File: src/rtl/riscv_fetch_queue_pkg.sv
// rtl/riscv_fetch_queue_pkg.sv - shared types, constants and helpers for the fetch queue
// Purpose: default data width, JAL opcode, byte-swap and J-immediate helpers,
//          FSM state type and the queue entry layout.
// Ports:   none (package).
package riscv_fetch_queue_pkg;

   localparam int unsigned XLEN_DEF = 32;
   localparam logic [6:0]  OPC_JAL  = 7'b1101111;

   typedef enum logic {
      ST_RUN   = 1'b0,
      ST_REDIR = 1'b1
   } state_e;

   typedef struct packed {
      logic [XLEN_DEF-1:0] pc;
      logic [XLEN_DEF-1:0] pc_plus;
      logic [31:0]         instr;
      logic                pred_taken;
   } fetch_entry_t;

   // I-cache words arrive big-endian; the core wants little-endian instructions.
   function automatic logic [31:0] bswap32(input logic [31:0] w);
      return {w[7:0], w[15:8], w[23:16], w[31:24]};
   endfunction

   // J-type immediate: imm[20|10:1|11|19:12], sign-extended, bit 0 always zero.
   function automatic logic [XLEN_DEF-1:0] jimm(input logic [31:0] instr);
      return {{(XLEN_DEF-20){instr[31]}}, instr[19:12], instr[20], instr[30:21], 1'b0};
   endfunction

endpackage

File: src/rtl/riscv_fetch_queue_if.sv
// rtl/riscv_fetch_queue_if.sv - I-cache and ID-stage signal bundle for the fetch queue
// Purpose: groups the I-cache request/response and the ID valid/ready handshake.
// Ports:   master = fetch queue side, slave = cache/ID environment side.
interface riscv_fetch_queue_if #(
   parameter int unsigned XLEN   = 32,
   parameter int unsigned ADDR_W = 30
);
   logic              icache_ren;
   logic              icache_wen;
   logic [ADDR_W-1:0] icache_addr;
   logic [XLEN-1:0]   icache_wdata;
   logic              icache_stall;
   logic [XLEN-1:0]   icache_rdata;
   logic              redirect_valid;
   logic [XLEN-1:0]   redirect_pc;
   logic              id_ready;
   logic              id_valid;
   logic [31:0]       id_instr;
   logic [XLEN-1:0]   id_pc;
   logic [XLEN-1:0]   id_pc_plus;
   logic              id_pred_taken;

   modport master (
      output icache_ren, icache_wen, icache_addr, icache_wdata,
      input  icache_stall, icache_rdata,
      input  redirect_valid, redirect_pc,
      input  id_ready,
      output id_valid, id_instr, id_pc, id_pc_plus, id_pred_taken
   );

   modport slave (
      input  icache_ren, icache_wen, icache_addr, icache_wdata,
      output icache_stall, icache_rdata,
      output redirect_valid, redirect_pc,
      output id_ready,
      input  id_valid, id_instr, id_pc, id_pc_plus, id_pred_taken
   );
endinterface

File: src/rtl/riscv_fetch_queue_fifo.sv
// rtl/riscv_fetch_queue_fifo.sv - synchronous FIFO with flush and registered head data
// Purpose: DEPTH-entry queue; the head entry is held in a register so readers never
//          see a combinational path from the write side.
// Ports:   clk, rst (sync, active-high), push/wdata, pop, flush,
//          rdata (head), full, empty, count.
module riscv_fetch_queue_fifo #(
   parameter int unsigned WIDTH = 8,
   parameter int unsigned DEPTH = 4
) (
   input  logic                     clk,
   input  logic                     rst,
   input  logic                     push,
   input  logic [WIDTH-1:0]         wdata,
   input  logic                     pop,
   input  logic                     flush,
   output logic [WIDTH-1:0]         rdata,
   output logic                     full,
   output logic                     empty,
   output logic [$clog2(DEPTH):0]   count
);
   localparam int unsigned PTR_W = $clog2(DEPTH);

   logic [WIDTH-1:0] mem_q [DEPTH];
   logic [PTR_W:0]   wr_ptr_q, wr_ptr_d, rd_ptr_q, rd_ptr_d;
   logic [WIDTH-1:0] rdata_q, rdata_d;
   logic             push_ok, pop_ok;

   // Extra pointer bit distinguishes full from empty when the indices match.
   assign count   = wr_ptr_q - rd_ptr_q;
   assign empty   = (wr_ptr_q == rd_ptr_q);
   assign full    = (wr_ptr_q[PTR_W] != rd_ptr_q[PTR_W]) &&
                    (wr_ptr_q[PTR_W-1:0] == rd_ptr_q[PTR_W-1:0]);
   assign pop_ok  = pop & ~empty;
   assign push_ok = push & (~full | pop_ok);
   assign rdata   = rdata_q;

   always_comb begin
      wr_ptr_d = wr_ptr_q + {{PTR_W{1'b0}}, push_ok};
      rd_ptr_d = rd_ptr_q + {{PTR_W{1'b0}}, pop_ok};
      rdata_d  = rdata_q;
      // If the new head slot is the one being written now, take the write data.
      if (push_ok && (rd_ptr_d == wr_ptr_q)) begin
         rdata_d = wdata;
      end else if (pop_ok) begin
         rdata_d = mem_q[rd_ptr_d[PTR_W-1:0]];
      end
   end

   always_ff @(posedge clk) begin
      if (rst) begin
         wr_ptr_q <= '0;
         rd_ptr_q <= '0;
         rdata_q  <= '0;
      end else if (flush) begin
         wr_ptr_q <= '0;
         rd_ptr_q <= '0;
      end else begin
         wr_ptr_q <= wr_ptr_d;
         rd_ptr_q <= rd_ptr_d;
         rdata_q  <= rdata_d;
      end
   end

   always_ff @(posedge clk) begin
      if (push_ok && !flush && !rst) begin
         mem_q[wr_ptr_q[PTR_W-1:0]] <= wdata;
      end
   end

endmodule

File: src/rtl/riscv_fetch_queue.sv
// rtl/riscv_fetch_queue.sv - IF stage: fetch PC, I-cache request, instruction queue to ID
// Purpose: owns the fetch PC, requests words from the I-cache, byte-swaps them and
//          buffers {pc, pc+4, instr, pred_taken} for ID; handles redirects, including
//          a redirect that lands while a cache request is stalled.
// Ports:   clk, rst (sync, active-high), bus (riscv_fetch_queue_if.master), pc_o.
// Config:  STATIC_JAL_PREDICT_EN - follow JAL targets at fetch and mark entries taken.
module riscv_fetch_queue
   import riscv_fetch_queue_pkg::*;
#(
   parameter int unsigned     XLEN     = XLEN_DEF,
   parameter int unsigned     ADDR_W   = XLEN - 2,
   parameter int unsigned     DEPTH    = 4,
   parameter logic [XLEN-1:0] RESET_PC = '0
) (
   input  logic                  clk,
   input  logic                  rst,
   riscv_fetch_queue_if.master   bus,
   output logic [XLEN-1:0]       pc_o
);
   localparam int unsigned CNT_W = $clog2(DEPTH) + 1;

   state_e            state_q, state_d;
   logic [XLEN-1:0]   fetch_pc_q, fetch_pc_d;
   logic [XLEN-1:0]   pend_pc_q, pend_pc_d;
   logic [XLEN-1:0]   seq_pc;
   logic [31:0]       instr_sw;
   logic              is_pred;
   logic              fetch_done;
   logic              fifo_push, fifo_full, fifo_empty;
   logic [CNT_W-1:0]  fifo_count;
   fetch_entry_t      push_entry, head_entry;

   // Request uses the registered count: a same-cycle pop does not open a slot.
   assign bus.icache_ren   = ~rst & (fifo_count < CNT_W'(DEPTH));
   assign bus.icache_wen   = 1'b0;
   assign bus.icache_wdata = '0;
   assign bus.icache_addr  = fetch_pc_q[XLEN-1:2];
   assign fetch_done       = bus.icache_ren & ~bus.icache_stall;
   assign instr_sw         = bswap32(bus.icache_rdata);
   assign pc_o             = fetch_pc_q;

`ifdef STATIC_JAL_PREDICT_EN
   assign is_pred = (instr_sw[6:0] == OPC_JAL);
   assign seq_pc  = fetch_pc_q + (is_pred ? jimm(instr_sw) : XLEN'(4));
`else
   assign is_pred = 1'b0;
   assign seq_pc  = fetch_pc_q + XLEN'(4);
`endif

   always_comb begin
      push_entry.pc         = fetch_pc_q;
      push_entry.pc_plus    = fetch_pc_q + XLEN'(4);
      push_entry.instr      = instr_sw;
      push_entry.pred_taken = is_pred;
   end

   // Redirect wins over push; in REDIR the completing response is dropped.
   always_comb begin
      state_d    = state_q;
      fetch_pc_d = fetch_pc_q;
      pend_pc_d  = pend_pc_q;
      fifo_push  = 1'b0;
      case (state_q)
         ST_RUN: begin
            if (bus.redirect_valid) begin
               if (bus.icache_ren && bus.icache_stall) begin
                  // Address must stay put until the stalled word returns.
                  pend_pc_d = bus.redirect_pc;
                  state_d   = ST_REDIR;
               end else begin
                  fetch_pc_d = bus.redirect_pc;
               end
            end else if (fetch_done && !fifo_full) begin
               fifo_push  = 1'b1;
               fetch_pc_d = seq_pc;
            end
         end
         ST_REDIR: begin
            if (bus.redirect_valid) begin
               pend_pc_d = bus.redirect_pc;
            end
            if (fetch_done) begin
               fetch_pc_d = bus.redirect_valid ? bus.redirect_pc : pend_pc_q;
               state_d    = ST_RUN;
            end
         end
         default: state_d = ST_RUN;
      endcase
   end

   always_ff @(posedge clk) begin
      if (rst) begin
         state_q    <= ST_RUN;
         fetch_pc_q <= RESET_PC;
         pend_pc_q  <= RESET_PC;
      end else begin
         state_q    <= state_d;
         fetch_pc_q <= fetch_pc_d;
         pend_pc_q  <= pend_pc_d;
      end
   end

   riscv_fetch_queue_fifo #(
      .WIDTH ($bits(fetch_entry_t)),
      .DEPTH (DEPTH)
   ) u_fifo (
      .clk   (clk),
      .rst   (rst),
      .push  (fifo_push),
      .wdata (push_entry),
      .pop   (bus.id_ready),
      .flush (bus.redirect_valid),
      .rdata (head_entry),
      .full  (fifo_full),
      .empty (fifo_empty),
      .count (fifo_count)
   );

   assign bus.id_valid      = ~fifo_empty;
   assign bus.id_instr      = head_entry.instr;
   assign bus.id_pc         = head_entry.pc;
   assign bus.id_pc_plus    = head_entry.pc_plus;
   assign bus.id_pred_taken = head_entry.pred_taken;

endmodule

File: src/flat_wrapper.sv
// flat-port wrapper written by rule: the top's interface ports become plain ports
module riscv_fetch_queue_flat import riscv_fetch_queue_pkg::*;
#(
   parameter int unsigned     XLEN     = XLEN_DEF,
   parameter int unsigned     ADDR_W   = XLEN - 2,
   parameter int unsigned     DEPTH    = 4,
   parameter logic [XLEN-1:0] RESET_PC = '0
)
  (clk, rst, pc_o, bus_icache_ren, bus_icache_wen, bus_icache_addr, bus_icache_wdata, bus_icache_stall, bus_icache_rdata, bus_redirect_valid, bus_redirect_pc, bus_id_ready, bus_id_valid, bus_id_instr, bus_id_pc, bus_id_pc_plus, bus_id_pred_taken);
  riscv_fetch_queue_if #(.XLEN(XLEN), .ADDR_W(ADDR_W)) bus_i ();
  input  logic clk;
  input  logic rst;
  output logic [XLEN-1:0] pc_o;
  output wire logic [$bits(bus_i.icache_ren)-1:0] bus_icache_ren;
  output wire logic [$bits(bus_i.icache_wen)-1:0] bus_icache_wen;
  output wire logic [$bits(bus_i.icache_addr)-1:0] bus_icache_addr;
  output wire logic [$bits(bus_i.icache_wdata)-1:0] bus_icache_wdata;
  input wire logic [$bits(bus_i.icache_stall)-1:0] bus_icache_stall;
  input wire logic [$bits(bus_i.icache_rdata)-1:0] bus_icache_rdata;
  input wire logic [$bits(bus_i.redirect_valid)-1:0] bus_redirect_valid;
  input wire logic [$bits(bus_i.redirect_pc)-1:0] bus_redirect_pc;
  input wire logic [$bits(bus_i.id_ready)-1:0] bus_id_ready;
  output wire logic [$bits(bus_i.id_valid)-1:0] bus_id_valid;
  output wire logic [$bits(bus_i.id_instr)-1:0] bus_id_instr;
  output wire logic [$bits(bus_i.id_pc)-1:0] bus_id_pc;
  output wire logic [$bits(bus_i.id_pc_plus)-1:0] bus_id_pc_plus;
  output wire logic [$bits(bus_i.id_pred_taken)-1:0] bus_id_pred_taken;
  assign bus_icache_ren = bus_i.icache_ren;
  assign bus_icache_wen = bus_i.icache_wen;
  assign bus_icache_addr = bus_i.icache_addr;
  assign bus_icache_wdata = bus_i.icache_wdata;
  assign bus_i.icache_stall = bus_icache_stall;
  assign bus_i.icache_rdata = bus_icache_rdata;
  assign bus_i.redirect_valid = bus_redirect_valid;
  assign bus_i.redirect_pc = bus_redirect_pc;
  assign bus_i.id_ready = bus_id_ready;
  assign bus_id_valid = bus_i.id_valid;
  assign bus_id_instr = bus_i.id_instr;
  assign bus_id_pc = bus_i.id_pc;
  assign bus_id_pc_plus = bus_i.id_pc_plus;
  assign bus_id_pred_taken = bus_i.id_pred_taken;
  riscv_fetch_queue #(.XLEN(XLEN), .ADDR_W(ADDR_W), .DEPTH(DEPTH), .RESET_PC(RESET_PC)) u_core (.clk(clk), .rst(rst), .bus(bus_i), .pc_o(pc_o));
endmodule
File: config.mk
export PLATFORM = sky130hd
export DESIGN_NAME = riscv_fetch_queue_flat
export DESIGN_NICKNAME = d
export VERILOG_FILES = /design/src/rtl/riscv_fetch_queue_pkg.sv /design/src/rtl/riscv_fetch_queue_if.sv /design/src/rtl/riscv_fetch_queue_fifo.sv /design/src/rtl/riscv_fetch_queue.sv /design/src/flat_wrapper.sv
export SDC_FILE = /design/constraint.sdc
export NUM_CORES = 1
export LEC_CHECK = 0
export BUFFER_PORTS_ARGS = -buffer_cell sky130_fd_sc_hd__buf_2
export CORE_MARGIN = 10
export CORE_UTILIZATION = 40
export DETAILED_ROUTE_END_ITERATION = 16
export SYNTH_ARGS = -nofsm -noshare
export SYNTH_HDL_FRONTEND = slang
export SYNTH_SLANG_ARGS = --single-unit
export TNS_END_PERCENT = 20
File: constraint.sdc
create_clock -name clk -period 12.5 [get_ports clk]
set_input_delay 2.5 -clock clk [delete_from_list [all_inputs] [get_ports clk]]
set_output_delay 2.5 -clock clk [all_outputs]
set_load 0.01 [all_outputs]
==> results.py, run 1 <==
metrics = {
    "timing": {
        "finalMaxSlewViolations": 0,
        "tightest_slew_ps": 1270,
        "finalHoldViolCount": 0,
        "skew_ps": 17.4,
        "slew_headroom_pct": 15.6,
        "tns_ps": 0,
        "fmax_ghz": 0.163,
        "finalCritPeriodShare_pct": 49.2,
        "period_minus_slack_ps": 6150,
        "setup-violations-final": 0,
        "rsz0062_at_grt": "false",
    },
    "pwr": {
        "power_mw": 3.86,
        "cellLeakagePower_nw": 8.93,
        "power_density_nw_per_um2": 153,
        "ir_worst_vdd_mv": 0.112,
    },
    "synthesis": {
        "avgSynthCellArea_um2": 13.4,
        "yosys.area.top_type_share_pct": 50.4,
        "synth_edf_count": 376,
        "syn_area_um2": 22400,
        "yosysMostFrequentCell": "edfxtp_1",
        "synth_commonest_cells": "edfxtp_1 (376), nand2_1 (284), dfxtp_1 (165), o21ai_0 (130), buf_4 (112)",
        "yosysUniqueCellTypes": 60,
        "synthCells": 1673,
        "yosysSeqAreaShare_pct": 65.2,
        "async_reset_ff_share_pct": 0,
        "synth_top_flop_cell": "edfxtp_1",
        "yosysTopAreaCell": "edfxtp_1",
        "synth.area.top_cells": "edfxtp_1 (50%), dfxtp_1 (15%), mux4_2 (9.5%)",
        "ys_ff_latch": 541,
        "yosys_warnings": 0,
    },
    "critical_path": {
        "crit_path_end_kind": "flop",
        "worstPathRequired_ps": 12740,
        "start_kind": "primary input",
        "crit_type": "primary input to flop",
        "r2r_cells": 13,
        "r2r_setup_slack_ps": 7260,
        "crit_path_max_fanout": 52,
        "worst_ep_arrival_time_ps": 6390,
    },
    "floorplan": {
        "die_w_um": 257,
        "die_h_um": 257,
        "core_area_um2": 55300,
        "io_pins": 263,
        "die-area_um2": 65800,
        "initial_core_util_pct": 40.5,
        "row_count": 86,
    },
    "placed_design": {
        "io_buffers": 228,
        "dp_hpwl_um": 36100,
        "place.gp.congestion": 0.807,
    },
    "cts": {
        "ctsResizeCount": 0,
        "cts_sinks": 541,
        "post-cts-setup-buffers": 0,
        "insertion_delay_ps": 600,
        "clock_path_buffers": 3,
        "postCtsHoldBufs": 0,
        "clockRootBuffer": "clkbuf_16",
        "clkTransAtPathRegs_ps": 60,
        "cts_tree": "yes",
        "cts_buffers": 55,
        "h-tree-depth": 2,
    },
    "hold_path": {
        "hold_path_class": "flop to flop",
        "whs_path_depth": 2,
    },
    "grt": {
        "grt_antenna_before_repair": 0,
        "grt_pass1_wl_um": 88800,
        "grt_usage_pct": 17.2,
        "first_global_vias": 13911,
        "grt_overflow": 0,
        "grt_start_max_net_pins": 121,
    },
    "routing": {
        "drc": 0,
        "routed-via-count": 14023,
        "antenna_left": 0,
        "drt_pass1_iterations": 6,
        "drtIter0Drc": 1164,
        "totalWireLength_um": 58400,
        "wl_per_cell_um": 22.5,
        "via_per_inst": 5.40,
    },
    "finish": {
        "drive_above_1_share_pct": 25.1,
        "diodes": 0,
        "num-fill-cells": 5014,
        "synthToLayoutAreaGrowth_pct": 13.1,
        "final_nets": 1878,
    },
    "outcome": {
        "status": "completed",
    },
    "job": {
        "maxCapViolCount": 0,
    },
}
[final timing paths]
| path | from | to |
|---|---|---|
| setup reg to reg | u_core.u_fifo.wr_ptr_q[0] | u_core.u_fifo.rdata[73] |
| hold reg to reg | u_core.pend_pc_q[28] | u_core.pend_pc_q[28] |
| setup / recovery | bus_redirect_valid | u_core.u_fifo.mem_q[2][36] |
| hold / removal | u_core.pend_pc_q[28] | u_core.pend_pc_q[28] |
[power breakdown]
| group | total, mW | internal, mW | switching [mW] |
|---|---|---|---|
| logic | 0.246 | 0.0834 | 0.163 |
| registers | 2.01 | 1.96 | 0.0458 |
| clock network | 1.61 | 0.919 | 0.689 |
| total | 3.86 | 2.96 | 0.898 |
[critical path, cell delays in order]
cell and delay, ps:
buf_2 100, buf_4 290, inv_1 150, nand2_1 480
nor3_2 520, nand2_1 190, inv_1 110, nand2_1 130
nor2_4 700, buf_4 610, buf_4 540
[registers in the layout, indices dropped and copies added, names as in the netlist]
register	flops
u_core.pc_o	32
u_core.u_fifo.wr_ptr_q	3
u_core.state_q	1
u_core.u_fifo.rdata	94
u_core.u_fifo.rd_ptr_q	3
u_core.pend_pc_q	32
u_core.u_fifo.mem_q	376
[through the flow]
step	instances	hold slack, ps	util [%]	instance area [um^2]	setup slack [ps]
4_1_cts	2596	451	45.8	25300	6310
6_report	2596	454	45.8	25300	6350
3_5_place_dp	2493	443	42.6	23500	5670
3_3_place_gp	2493	438	42.6	23500	5780
2_1_floorplan	1706	431	-	22500	2230
5_1_grt	2596	472	45.8	25300	6020
[layout by cell type (no fill, tap or decap), drive strengths merged, types with 6 or more instances in the layout]
cell type / count
edfxtp: 376
nand2: 284
buf: 253
dfxtp: 165
o21ai: 138
a31oi: 98
mux4: 94
a21oi: 82
clkbuf: 70
conb: 34
nor2: 29
clkinv: 27
xnor2: 23
nand3: 21
inv: 18
nor3: 18
and3: 12
xor2: 12
nand4: 12
o211ai: 10
o31ai: 7
ha: 7
nor4: 6
a221oi: 6
[logic make-up (layout without fill, tap and decap cells)]
family / Yosys count / after routing / synth area share, %
other: 1 / 34 / 0.0168
multiplexers: 99 / 99 / 9.68
XOR/XNOR: 35 / 35 / 1.44
AND/OR/NAND/NOR: 399 / 399 / 7.73
adder cells (fa/ha/maj): 7 / 7 / 0.391
AO/OA/AOI/OAI: 360 / 360 / 9.37
buffers and inverters: 231 / 373 / 6.18
flip-flops: 541 / 541 / 65.2
[area by class of cell]
class                   instances  area (um^2)  area share [%]
clock inverters                33          259            1.02
repair buffers                253         1330            5.25
multi-input cells             934         6610            26.1
inverters                      17         65.1           0.257
well taps                     748          936            3.70
clock buffers                  70         1510            5.98
flip-flops and latches        541        14600            57.7
[layer usage]
layer,vias up,global-route usage (%),routed length (um)
met5,-,0,0
met4,0,4.21,937
met3,65,3.52,3980
met2,481,27.1,27100
met1,7078,24.1,26300
li1,6399,-,-
No activity file was read; power rests on OpenSTA's default activity.
==> run 2: changes to the inputs <==
==> constraint.sdc (replaced) <==
create_clock -name clk -period 6.2 [get_ports clk]
set_input_delay 1.24 -clock clk [delete_from_list [all_inputs] [get_ports clk]]
set_output_delay 1.24 -clock clk [all_outputs]
set_load 0.01 [all_outputs]
==> run 2 against run 1 <==
Compared with the run above: count of clock-buffer cells in the layout is 2 higher; flip-flop and latch count stayed put; cell area up 1.0%; total power increased by 110%; non-clock buffer count unchanged; worst setup slack lost 4400 ps; critical path type is now flop to flop.
==> results.py, run 2 (synthesis results as in run 1) <==
metrics = {
    "cts": {
        "cts_tree": "yes",
        "post-cts-setup-buffers": 0,
        "h-tree-depth": 2,
        "ctsResizeCount": 0,
        "cts_buffers": 56,
        "insertion_delay_ps": 620,
        "clkTransAtPathRegs_ps": 60,
        "clockRootBuffer": "clkbuf_16",
        "clock_path_buffers": 3,
        "cts_sinks": 541,
        "postCtsHoldBufs": 0,
    },
    "critical_path": {
        "crit_slowest_cell": "a41o_4",
        "worst_ep_arrival_time_ps": 4790,
        "worstReg2RegEnd": "u_core.u_fifo.rdata[3]",
        "critPathMaxStageDelay_ps": 780,
        "start_kind": "flop",
        "r2r_cells": 13,
        "crit_path_start": "u_core.u_fifo.wr_ptr_q[0]",
        "critical-path-top-delay-family": "compound AO/OA/AOI/OAI gates",
        "worstPathRequired_ps": 6740,
        "crit_path_end_kind": "flop",
        "crit_chain": "inv_1, ha_1, nand2_1, o21ai_0, inv_1, ha_4, ha_4, xor2_1, nor2_1, a41o_4, buf_4, o21ai_0, a31oi_1",
        "r2r_setup_slack_ps": 1950,
        "crit_type": "flop to flop",
        "worst-path-buf-inv": 3,
        "path_depth": 13,
        "crit_path_max_fanout": 69,
        "endpoint": "u_core.u_fifo.rdata[3]",
        "worstReg2RegStart": "u_core.u_fifo.wr_ptr_q[0]",
    },
    "finish": {
        "largest_register_ffs": 376,
        "final_cell_mix": "edfxtp_1 (376), nand2_1 (284), buf_2 (228), dfxtp_1 (165), o21ai_0 (130)",
        "final_common_cell": "edfxtp_1",
        "num-fill-cells": 4982,
        "diodes": 0,
        "utilization_pct": 46.2,
        "final_nets": 1879,
        "synthToLayoutAreaGrowth_pct": 14.2,
        "drive_above_1_share_pct": 25.2,
    },
    "timing": {
        "tightest_slew_ps": 1170,
        "slew_headroom_pct": 22.3,
        "finalHoldViolCount": 0,
        "fmax_ghz": 0.235,
        "skew_ps": 25.3,
        "period_minus_slack_ps": 4250,
        "rsz0062_at_grt": "false",
        "finalMaxSlewViolations": 0,
        "finalCritPeriodShare_pct": 68.6,
        "setup-violations-final": 0,
    },
    "routing": {
        "drt_pass1_iterations": 5,
        "drtIter0Drc": 1231,
        "antenna_left": 0,
        "drc": 0,
        "routed-via-count": 14078,
        "wl_per_cell_um": 22.3,
        "totalWireLength_um": 57800,
        "via_per_inst": 5.42,
    },
    "floorplan": {
        "row_count": 86,
        "io_pins": 263,
        "die_w_um": 257,
        "core_area_um2": 55300,
        "die_h_um": 257,
        "die-area_um2": 65800,
        "initial_core_util_pct": 40.5,
    },
    "pwr": {
        "power_mw": 8.03,
        "ir_worst_vdd_mv": 0.226,
        "swShare_pct": 22.7,
        "cellLeakagePower_nw": 9.02,
        "combPwrFrac_pct": 6.1,
        "internal-power_mw": 6.21,
        "power_density_nw_per_um2": 314,
        "sequentialPowerShare_pct": 50.4,
        "power.net_switching_mw": 1.82,
        "clockPowerShare_pct": 43.5,
    },
    "outcome": {
        "status": "completed",
    },
    "job": {
        "maxCapViolCount": 0,
    },
    "grt": {
        "grt_pass1_wl_um": 88300,
        "grt_antenna_before_repair": 1,
        "grt_overflow": 0,
        "grt_start_max_net_pins": 96,
        "first_global_vias": 13902,
        "grt_usage_pct": 17.2,
    },
    "hold_path": {
        "hold_path_class": "flop to flop",
    },
    "placed_design": {
        "io_buffers": 228,
        "place.gp.congestion": 0.835,
        "dp_hpwl_um": 35000,
    },
}
-- run 2: changes by cell type in the layout (fill, tap and decap cells not counted), sizes merged --
cell,before,now
bufinv,3,7
clkinv,27,24
clkbuf,70,72
-- run 2: layer usage --
layer	track usage (%)	wire, um	up-vias
met4	3.96	1010	0
met1	23.7	25400	7095
met5	0	0	-
met2	27.3	27000	524
met3	3.81	4470	67
li1	-	-	6392
-- run 2: area by class of cell --
| type | count | area [um^2] | area share, % |
|---|---|---|---|
| clock inverter | 34 | 362 | 1.41 |
| timing repair buffer | 253 | 1430 | 5.59 |
| clock buffer | 72 | 1570 | 6.16 |
| multi-input combinational | 934 | 6610 | 25.9 |
| sequential | 541 | 14600 | 57.1 |
| inverter | 17 | 65.1 | 0.254 |
| tap | 748 | 936 | 3.66 |
-- run 2: how the worst min path moves through the flow --
stage                               startpoint                    to  cells past startpoint
after floorplan           u_core.pend_pc_q[11]  u_core.pend_pc_q[11]                      2
after global placement     u_core.pend_pc_q[0]   u_core.pend_pc_q[0]                      2
after detailed placement  u_core.pend_pc_q[28]  u_core.pend_pc_q[28]                      2
after CTS                 u_core.pend_pc_q[28]  u_core.pend_pc_q[28]                      2
after global routing      u_core.pend_pc_q[28]  u_core.pend_pc_q[28]                      2
final                     u_core.pend_pc_q[27]  u_core.pend_pc_q[27]                      2
-- run 2: power by group through the flow --
stage               clock network [mW]  registers (mW)  logic (mW)
finish                            3.49            4.04       0.494
global route                      3.72            4.05       0.542
CTS                               3.57            4.04       0.497
detailed placement                   0            4.12       0.496
global placement                     0            4.12       0.488
floorplan                            0            4.10       0.348
-- run 2: worst register-to-register path, stage by stage (launching register included) --
cell and delay, ps:
dfxtp_1 470, inv_1 170, ha_1 330, nand2_1 70, o21ai_0 300, inv_1 130
ha_4 180, ha_4 490, xor2_1 110, nor2_1 280, a41o_4 790, buf_4 480
o21ai_0 190, a31oi_1 190
-- run 2: metrics by stage --
step | worst slack, ps | cells | hold WS [ps] | area (um^2) | TNS, ps
after floorplan | -2810 | 1706 | 431 | 22500 | -599550
after global placement | 1810 | 2493 | 437 | 23600 | 0
after detailed placement | 1750 | 2493 | 442 | 23600 | 0
after CTS | 1950 | 2599 | 451 | 25600 | 0
after global routing | 1610 | 2599 | 467 | 25600 | 0
final | 1950 | 2599 | 451 | 25600 | 0
